===== config.mk =====
export PLATFORM = sky130hd
export DESIGN_NAME = ex_mem_redirect
export DESIGN_NICKNAME = d
export VERILOG_FILES = /design/src/rtl/ex_mem_redirect.sv
export SDC_FILE = /design/constraint.sdc
export NUM_CORES = 1
export LEC_CHECK = 0
export ABC_CLOCK_PERIOD_IN_PS = 1730
export CORE_ASPECT_RATIO = 0.6
export CORE_UTILIZATION = 37
export CTS_CLUSTER_DIAMETER = 200
export CTS_CLUSTER_SIZE = 28
export DETAILED_ROUTE_END_ITERATION = 10
export PLACE_DENSITY = 0.79
export SLEW_MARGIN = 20
export SYNTH_ARGS = -nofsm -noshare
export SYNTH_HDL_FRONTEND = slang
export SYNTH_SLANG_ARGS = --single-unit

===== constraint.sdc =====
create_clock -name clk -period 1.73 [get_ports clk]
set_input_delay 0.519 -clock clk [delete_from_list [all_inputs] [get_ports clk]]
set_output_delay 0.519 -clock clk [all_outputs]
set_load 0.01 [all_outputs]

===== src/rtl/ex_mem_redirect.sv =====
// EX/MEM branch/jump resolution: registers a one-cycle fetch redirect and
// squashes the wrong-path instructions that follow it.
module ex_mem_redirect #(
  parameter int FLUSH_DEPTH = 2,
  parameter int BR_SHIFT    = 2
) (
  input  logic        clk,
  input  logic        rst,
  input  logic        stall,
  input  logic        id_ex_valid,
  input  logic [31:0] id_ex_npc,
  input  logic [31:0] id_ex_imm,
  input  logic [31:0] id_ex_rs_val,
  input  logic [31:0] id_ex_rt_val,
  input  logic        id_ex_beq,
  input  logic        id_ex_bne,
  input  logic        id_ex_jump,
  input  logic [25:0] id_ex_jidx,
  output logic        ex_mem_pc_src,
  output logic [31:0] ex_mem_npc,
  output logic        ex_mem_flush,
  output logic        ex_mem_valid
);

  typedef enum logic {RUN, SQUASH} state_t;

  state_t      state_q, state_d;
  logic [2:0]  sq_cnt_q, sq_cnt_d;
  logic        pc_src_q, pc_src_d;
  logic [31:0] npc_q, npc_d;
  logic        valid_q, valid_d;

  logic        squash;
  logic        ops_eq;
  logic        take;
  logic [31:0] target;

  always_comb begin
    squash = (state_q == SQUASH);
    ops_eq = (id_ex_rs_val == id_ex_rt_val);
    take   = id_ex_valid & ~squash &
             (id_ex_jump | (id_ex_beq & ops_eq) | (id_ex_bne & ~ops_eq));
    // Jump wins over branches; both branch kinds share the same offset target.
    if (id_ex_jump) target = {id_ex_npc[31:28], id_ex_jidx, 2'b00};
    else            target = id_ex_npc + (id_ex_imm << BR_SHIFT);
  end

  always_comb begin
    state_d  = state_q;
    sq_cnt_d = sq_cnt_q;
    npc_d    = npc_q;
    valid_d  = valid_q;
    pc_src_d = 1'b0;
    if (!stall) begin
      valid_d = id_ex_valid & ~squash;
      case (state_q)
        RUN: begin
          if (take) begin
            state_d  = SQUASH;
            sq_cnt_d = 3'(FLUSH_DEPTH);
            pc_src_d = 1'b1;
            npc_d    = target;
          end
        end
        SQUASH: begin
          sq_cnt_d = sq_cnt_q - 3'd1;
          if (sq_cnt_q == 3'd1) state_d = RUN;
        end
        default: state_d = RUN;
      endcase
    end
  end

  always_ff @(posedge clk or negedge rst) begin
    if (!rst) begin
      state_q  <= RUN;
      sq_cnt_q <= 3'd0;
      pc_src_q <= 1'b0;
      npc_q    <= 32'd0;
      valid_q  <= 1'b0;
    end else begin
      state_q  <= state_d;
      sq_cnt_q <= sq_cnt_d;
      pc_src_q <= pc_src_d;
      npc_q    <= npc_d;
      valid_q  <= valid_d;
    end
  end

  assign ex_mem_pc_src = pc_src_q;
  assign ex_mem_npc    = npc_q;
  assign ex_mem_flush  = (state_q == SQUASH);
  assign ex_mem_valid  = valid_q;

endmodule

==> parameters.txt, run 1 <==
Parameter                              Value

Clocking
  Clock Root Buffer ... clkbuf_16
  TritonCTS Sinks ... 38
  H-tree depth ... 2
  Clock Tree Buf Depth ... 2
  Hold_buf cts ... 0
  Insertion delay to the later sink of the worst-skew pair ... between 200 and 300 ps
  TritonCTS clock tree ... built
  Cts bufs inserted ... 5
  Clock transition at path regs ... approximately 70 ps

Detailed routing
  1st-iter DRT viols ... about 330
  Number of iterations in the first detailed-routing pass ... 5
  Antenna Nets Post-Route ... 0
  Via count ... about 5k
  WL/cell ... 20.96 um
  DRC errors left ... 0
  Vias per inst ... roughly 5.7
  WL final ... approximately 19000 um

Timing
  Worst Tran Pin Value ... 490.9 ps
  Worst path setup slack after routing ... -919.7 ps
  Number of pins exceeding their max-slew limit in the final report ... 0
  Final worst-path cycle share ... 153.2%
  Final hold vios ... 0
  Number of setup violations in the final report ... 38
  Maximum frequency from static timing analysis ... between 300 and 400 MHz
  Post-route setup TNS ... -27350 ps
  Post-layout min period ... 2650 ps
  Relative slew slack ... roughly two thirds
  Post-route clock skew ... between 3 and 4 ps
  Unrepaired setup endpoints after global routing ... true

Setup path
  Data arrival time of the critical path ... around 2800 ps
  Critical path's largest stage delay ... 500 ps
  Reg2Reg Launch Point ... ex_mem_flush
  Crit Path Max Fanout ... 4
  CP max stage cell ... o41a_1
  Critical Path Source ... id_ex_imm[1]
  Critical path start-end classification ... in2reg
  Worst path cell trace ... buf_2 -> ha_1 -> a21oi_1 -> nand4b_1 -> a21o_1 -> a21oi_2 -> o41a_1 -> a2111oi_4 -> mux2i_1 -> a211o_1
  Crit path capture type ... register
  Worst path top cell family by delay ... compound AO/OA/AOI/OAI gates
  Data required time of the worst path ... approximately 1900 ps
  Buf/Inv on CP ... 1
  CP Launch Type ... input port

Worst hold path
  Worst hold-check path type ... in2async

Yosys
  Post-synth top flop ... dfrtp_1
  Cells after Synth ... 450
  Number of nets in the synthesized netlist ... approximately 640
  Unique cell type count in the Yosys netlist ... 54
  Yosys Warn Count ... 0
  Synthesized area per cell ... around 8.3 sq um
  Number of enable-type register cells in the synthesized netlist ... 0
  Async set-reset flop share out of synthesis ... 100.0%
  Number of synthesized register bits ... 38
  Mapped Area ... about 3700 sq um
  Sequential fraction of the synthesis area ... between 20% and 30%

Power and ir drop
  Fraction of power consumed by combinational cells ... about three fifths
  Internal power ... around 4 mW
  Switching power as a share of total power ... approximately two fifths
  Power per cell area ... slightly above 800 nW/um^2
  VDD IR-drop max ... between 700 and 800 uV
  Reg power frac ... around a quarter
  Leakage ... 3.757 nW
  Switching Power ... roughly 2.5 mW
  Clock power frac ... 15.7%

Floorplanning
  Core box area ... roughly 9500 sq um
  Chip Height ... 79.64 um
  Starting density of the core ... roughly two fifths
  Die area ... ~10000 sq um
  I/O pin cnt ... 196
  Die width ... between 100 and 150 um
  Number of core rows ... 27

Finish
  Proportion of layout cells with a drive suffix above 1 ... approximately 43%
  Count of inserted antenna diode cells ... 0
  Number of nets in the final layout ... between 900 and 1k
  Layout-stage area growth over the synthesis result ... 112.7%
  Area of all placed cells without fillers ... 7908 sq um

Run status
  Failing checks ... setup timing
  Result of the run ... complete, but fails checks

Placement
  Buffers on Ports ... slightly below 200
  Routability cong. ... between 0.9 and 1
  Placed cell areas ... around 6600 sq um
  Total half-perimeter wirelength after legalization and detailed placement ... between 10000 and 15000 um

Global routing
  GR Util All Layers ... 34.32%
  Initial antenna violation count ... 1
  Global-route wire length before repair ... between 20000 and 30000 um
  Total grt overflow ... 0
  Vias in the first global route ... around 5.3k
  Pin count of the biggest net entering global routing ... 27

Run
  Max Cap Viol ... 0
-- placed cells by master, fill, tap and decap left out, drive strengths merged, types with 3 or more instances in the layout --
master and instances:
xor2 42, xnor2 8, a211oi 4, o21bai 5
o311ai 3, dlymetal6s2s 22, and3 8, or3 3
dfrtp 38, nor3 5, and4 3, a21boi 3
a21o 22, clkdlybuf4s50 51, nand4 6, o21a 10
ha 31, nor4 11, clkbuf 17, a21oi 49
inv 9, buf 172, dlygate4sd2 55, nor2b 9
a31oi 6, mux2i 8, nand3 10, nand2b 6
clkdlybuf4s15 22, o31ai 5, o21ai 29, nand2 39
nor2 26
-- power by group through the flow --
stage	Sequential, mW	Combinational (mW)	Clock (mW)
floorplan	1.72	1.15	0
global placement	1.55	3.02	0
detailed placement	1.57	3.09	0
CTS	1.57	3.48	0.999
global route	1.66	4.01	1.06
finish	1.62	3.79	1.01
-- per-layer routing --
layer	routed length, um	share of wire (%)	vias to the layer above	global-route usage (%)
met2	8798	47	292	57.35
li1	-	-	2279	-
met5	0	0	-	0
met4	403	2.1	0	10.47
met1	8040	43	2477	44.38
met3	1580	8.4	42	7.619
-- layout make-up --
cell class | instances | area, sq um
Fill cell | 526 | 1551
Tap cell | 130 | 162.7
Inverter | 8 | 32.53
Multi-Input combinational cell | 381 | 3577
Timing Repair Buffer | 333 | 3029
Clock inverter | 2 | 16.27
Clock buffer | 6 | 138.9
Sequential cell | 38 | 950.9
-- logic make-up after synthesis --
kind of cell	synth area share, %
AO/OA/AOI/OAI	25.55
AND/OR/NAND/NOR	19.83
XOR/XNOR	11.78
multiplexers	2.760
flip-flops	25.58
adder cells (fa/ha/maj)	10.97
buffers and inverters	3.534
-- sequential cells by signal, indices dropped and copies added (netlist names) --
signal,flops
ex_mem_pc_src,1
ex_mem_valid,1
ex_mem_npc,32
ex_mem_flush,1
sq_cnt_q,3
-- repair_timing --
item,4_1_cts,5_1_grt
setup buffers,30,17
gates cloned,7,0
endpoints found under the setup margin,44,59
resized for setup,323,151
pin swaps,102,64
-- worst reg2reg max path: stages (launching register included) --
cell and delay (ps):
dfrtp_1 380, nor3b_1 310, buf_4 180, nand3_4 100, buf_6 140, buf_4 120, nand2_1 70, nand2_1 70
or3_1 370
-- per-stage QoR --
step / std cells / total power, mW / hold WS, ps / utilization (%) / setup WS [ps]
after floorplan: 450 / 2.865 / 223.4 / - / -908.3
after global placement: 848 / 4.570 / 462.6 / 69.84 / -1490
after detailed placement: 848 / 4.659 / 475.6 / 69.84 / -1582
after CTS: 893 / 6.045 / 186.5 / 79.99 / -942.7
after global routing: 898 / 6.724 / 203.1 / 83.60 / -1002
final: 898 / 6.427 / 182.8 / 83.60 / -919.7
-- cell usage after synthesis (2+ instances only) --
| library cell | number | area (sq um) |
|---|---|---|
| nor3b_1 | 2 | 15.01 |
| nand3_1 | 10 | 50.05 |
| a211oi_1 | 4 | 30.03 |
| o311ai_0 | 3 | 26.28 |
| a21o_1 | 22 | 165.2 |
| mux2i_1 | 8 | 80.08 |
| nor2_1 | 26 | 97.59 |
| nand4_1 | 6 | 37.54 |
| buf_2 | 6 | 30.03 |
| o21ai_0 | 29 | 145.1 |
| mux2_2 | 2 | 22.52 |
| clkbuf_1 | 16 | 60.06 |
| xor2_1 | 42 | 367.9 |
| a31oi_1 | 6 | 37.54 |
| a2bb2oi_1 | 2 | 17.52 |
| xnor2_1 | 8 | 70.07 |
| and4b_1 | 2 | 20.02 |
| o21a_1 | 10 | 75.07 |
| nor2b_1 | 9 | 56.30 |
| nand2b_1 | 6 | 37.54 |
| ha_1 | 31 | 387.9 |
| dfrtp_1 | 38 | 950.9 |
| o21bai_1 | 5 | 37.54 |
| nand2_1 | 39 | 146.4 |
| nand4b_1 | 2 | 17.52 |
| nor4_1 | 11 | 68.82 |
| a21boi_0 | 3 | 22.52 |
| a21oi_1 | 49 | 245.2 |
| inv_1 | 8 | 30.03 |
| o31ai_1 | 5 | 37.54 |
| and3_1 | 8 | 50.05 |
| and4_1 | 3 | 26.28 |
| or3_1 | 3 | 18.77 |
| nand3b_1 | 2 | 15.01 |
| nor3_1 | 5 | 25.02 |
-- worst paths after layout --
check / cells past startpoint / slack (ps) / to
max: 10 / -920 / ex_mem_npc[29]
min: 1 / 180 / ex_mem_valid
max reg2reg: 8 / -140 / ex_mem_npc[30]
min reg2reg: 2 / 480 / ex_mem_npc[3]
max in group asynchronous: 2 / 1030 / ex_mem_npc[9]
min in group clk: 2 / 480 / ex_mem_npc[3]
(Power assumes the default switching activity.)
==> inputs of run 2 (changes only) <==
--- a/config.mk
+++ b/config.mk
@@ -7,11 +7,12 @@
 export LEC_CHECK = 0
 export ABC_CLOCK_PERIOD_IN_PS = 1730
 export CORE_ASPECT_RATIO = 0.6
-export CORE_UTILIZATION = 37
+export CORE_UTILIZATION = 35
 export CTS_CLUSTER_DIAMETER = 200
 export CTS_CLUSTER_SIZE = 28
 export DETAILED_ROUTE_END_ITERATION = 10
-export PLACE_DENSITY = 0.79
+export PLACE_DENSITY = 0.76
+export SETUP_SLACK_MARGIN = 0.1
 export SLEW_MARGIN = 20
 export SYNTH_ARGS = -nofsm -noshare
 export SYNTH_HDL_FRONTEND = slang
==> parameters.txt, run 2 (synthesized netlist as in run 1, its figures left out) <==
Parameter                              Value

Timing
  Maximum frequency from static timing analysis ... ~370 MHz
  Number of setup violations in the final report ... 37
  Worst Tran Pin Value ... roughly 540 ps
  Post-route clock skew ... 6.030 ps
  Final hold vios ... 0
  Post-route worst hold slack ... between 200 and 300 ps
  Post-layout min period ... 2726 ps
  Unrepaired setup endpoints after global routing ... true
  Final worst-path cycle share ... 157.6%
  Post-route setup TNS ... -27200 ps
  Worst path setup slack after routing ... -995.9 ps
  Relative slew slack ... roughly 64%
  Number of pins exceeding their max-slew limit in the final report ... 0

Placement
  Total half-perimeter wirelength after legalization and detailed placement ... around 12000 um
  Setup WS pre-CTS ... -1593 ps
  Buffers on Ports ... between 150 and 200
  Routability cong. ... ~0.94

Finish
  Commonest cells after routing, fill and taps aside ... buf_4 (112), buf_6 (51), clkdlybuf4s50_1 (46), clkbuf_2 (45), dlygate4sd2_1 (41)
  Layout Utilization ... just over 80%
  Max FFs per register ... 32
  Proportion of layout cells with a drive suffix above 1 ... 52.04%
  Layout-stage area growth over the synthesis result ... 120.5%
  Number of nets in the final layout ... 976
  Most frequent standard cell in the layout excluding fill and tap cells ... buf_4
  Number of fillers in the final layout ... 549
  Count of inserted antenna diode cells ... 0

Global routing
  Vias in the first global route ... roughly 5.1k
  Total grt overflow ... 0
  Initial antenna violation count ... 0
  GR Util All Layers ... around 32%
  Global-route wire length before repair ... about 27000 um
  Pin count of the biggest net entering global routing ... 39

Floorplanning
  Die area ... around 11000 sq um
  Chip Height ... a little over 80 um
  Starting density of the core ... approximately 37%
  Core box area ... ~10000 sq um
  I/O pin cnt ... 196
  Die width ... around 140 um
  Number of core rows ... 28

Power and ir drop
  Power per cell area ... roughly 850 nW/um^2
  Leakage ... between 3 and 4 nW
  VDD IR-drop max ... around 640 uV
  Total Power ... just under 7 mW

Setup path
  Data arrival time of the critical path ... 2890 ps
  Crit path capture type ... register
  CP Launch Type ... input port
  Crit Path Max Fanout ... 3
  Data required time of the worst path ... approximately 1900 ps
  Critical path start-end classification ... in2reg

Clocking
  TritonCTS Sinks ... 38
  H-tree depth ... 2
  TritonCTS clock tree ... built
  Insertion delay to the later sink of the worst-skew pair ... a little under 300 ps
  Hold_buf cts ... 0
  Clock Tree Buf Depth ... 2
  Clock Root Buffer ... clkbuf_16
  Cts bufs inserted ... 5
  Clock transition at path regs ... 70 ps

Detailed routing
  WL final ... slightly above 20000 um
  Number of iterations in the first detailed-routing pass ... 6
  Via count ... 5350
  1st-iter DRT viols ... ~500
  WL/cell ... about 23 um
  Vias per inst ... between 5 and 6
  DRC errors left ... 0
  Antenna Nets Post-Route ... 0

Run
  Max Cap Viol ... 0

Run status
  Result of the run ... complete, but fails checks
  Failing checks ... setup timing

Worst hold path
  Worst hold-check path type ... in2async
-- run 2: changes by cell type in the layout (fill, tap and decap cells not counted), moves of 6 or more --
cell            previous run  this run
clkbuf_2                  11        45
buf_6                     29        51
dlymetal6s2s_1            22         3
dlygate4sd2_1             55        41
a21oi_1                   25        19
buf_2                     24        18
-- run 2: worst paths after layout --
check	start	slack, ps	to	cells past startpoint
max	id_ex_imm[1]	-1000	ex_mem_npc[30]	11
min	rst	280	ex_mem_npc[23]	2
max reg2reg	ex_mem_flush	-330	ex_mem_npc[28]	8
min reg2reg	ex_mem_npc[3]	480	ex_mem_npc[3]	2
max in group asynchronous	rst	1060	ex_mem_npc[13]	2
min in group clk	ex_mem_npc[3]	480	ex_mem_npc[3]	2
-- run 2: final cells by class --
cell class,count,area (sq um),area share [%]
Timing Repair Buffer,349,3063,37.37
Clock buffer,6,138.9,1.695
Tap cell,135,168.9,2.061
Inverter,8,37.54,0.4580
Sequential cell,38,950.9,11.60
Multi-Input combinational cell,381,3776,46.08
Clock inverter,2,60.06,0.7328
-- run 2: per-stage QoR --
step,instance area (sq um),cells
after detailed placement,6528,845
after floorplan,3931,450
after global placement,6528,845
after CTS,7592,895
after global routing,8195,919
final,8195,919
-- run 2: repair_timing --
action | in CTS | in global routing
cloned | 6 | 1
pin swaps | 108 | 121
setup endpoints to repair | 72 | 38
endpoints found under the hold margin | 0 | 0
resized for setup | 384 | 247
buffers inserted | 37 | 33
-- run 2: metal layers --
metal / global-route usage [%] / up-vias / wire (um)
li1: - / 2313 / -
met2: 53.61 / 378 / 9515
met4: 7.079 / 0 / 937
met5: 0 / - / 0
met3: 5.679 / 102 / 1788
met1: 43.29 / 2557 / 8505
-- run 2: report_power, final --
group | switching, mW | internal [mW] | leakage [nW]
logic | 1.91 | 2.08 | 3.18
clock network | 0.426 | 0.868 | 0.0971
registers | 0.371 | 1.30 | 0.462
total | 2.71 | 4.25 | 3.74
-- run 2: worst max-delay path, stage by stage --
cell      delay (ps)
buf_6            100
buf_6            110
fa_2             400
a21o_1           190
nand4_1          140
a21oi_4           90
o211ai_2         190
or4b_4           540
a21oi_4          190
nor4_2            60
or3_1            330
==> inputs of run 3 (changes only) <==
--- a/config.mk
+++ b/config.mk
@@ -8,7 +8,6 @@
 export ABC_CLOCK_PERIOD_IN_PS = 1730
 export CORE_ASPECT_RATIO = 0.6
 export CORE_UTILIZATION = 35
-export CTS_CLUSTER_DIAMETER = 200
 export CTS_CLUSTER_SIZE = 28
 export DETAILED_ROUTE_END_ITERATION = 10
 export PLACE_DENSITY = 0.76
==> results of run 3 <==
The final DEF is identical to that of run 2; final timing and power are the same.
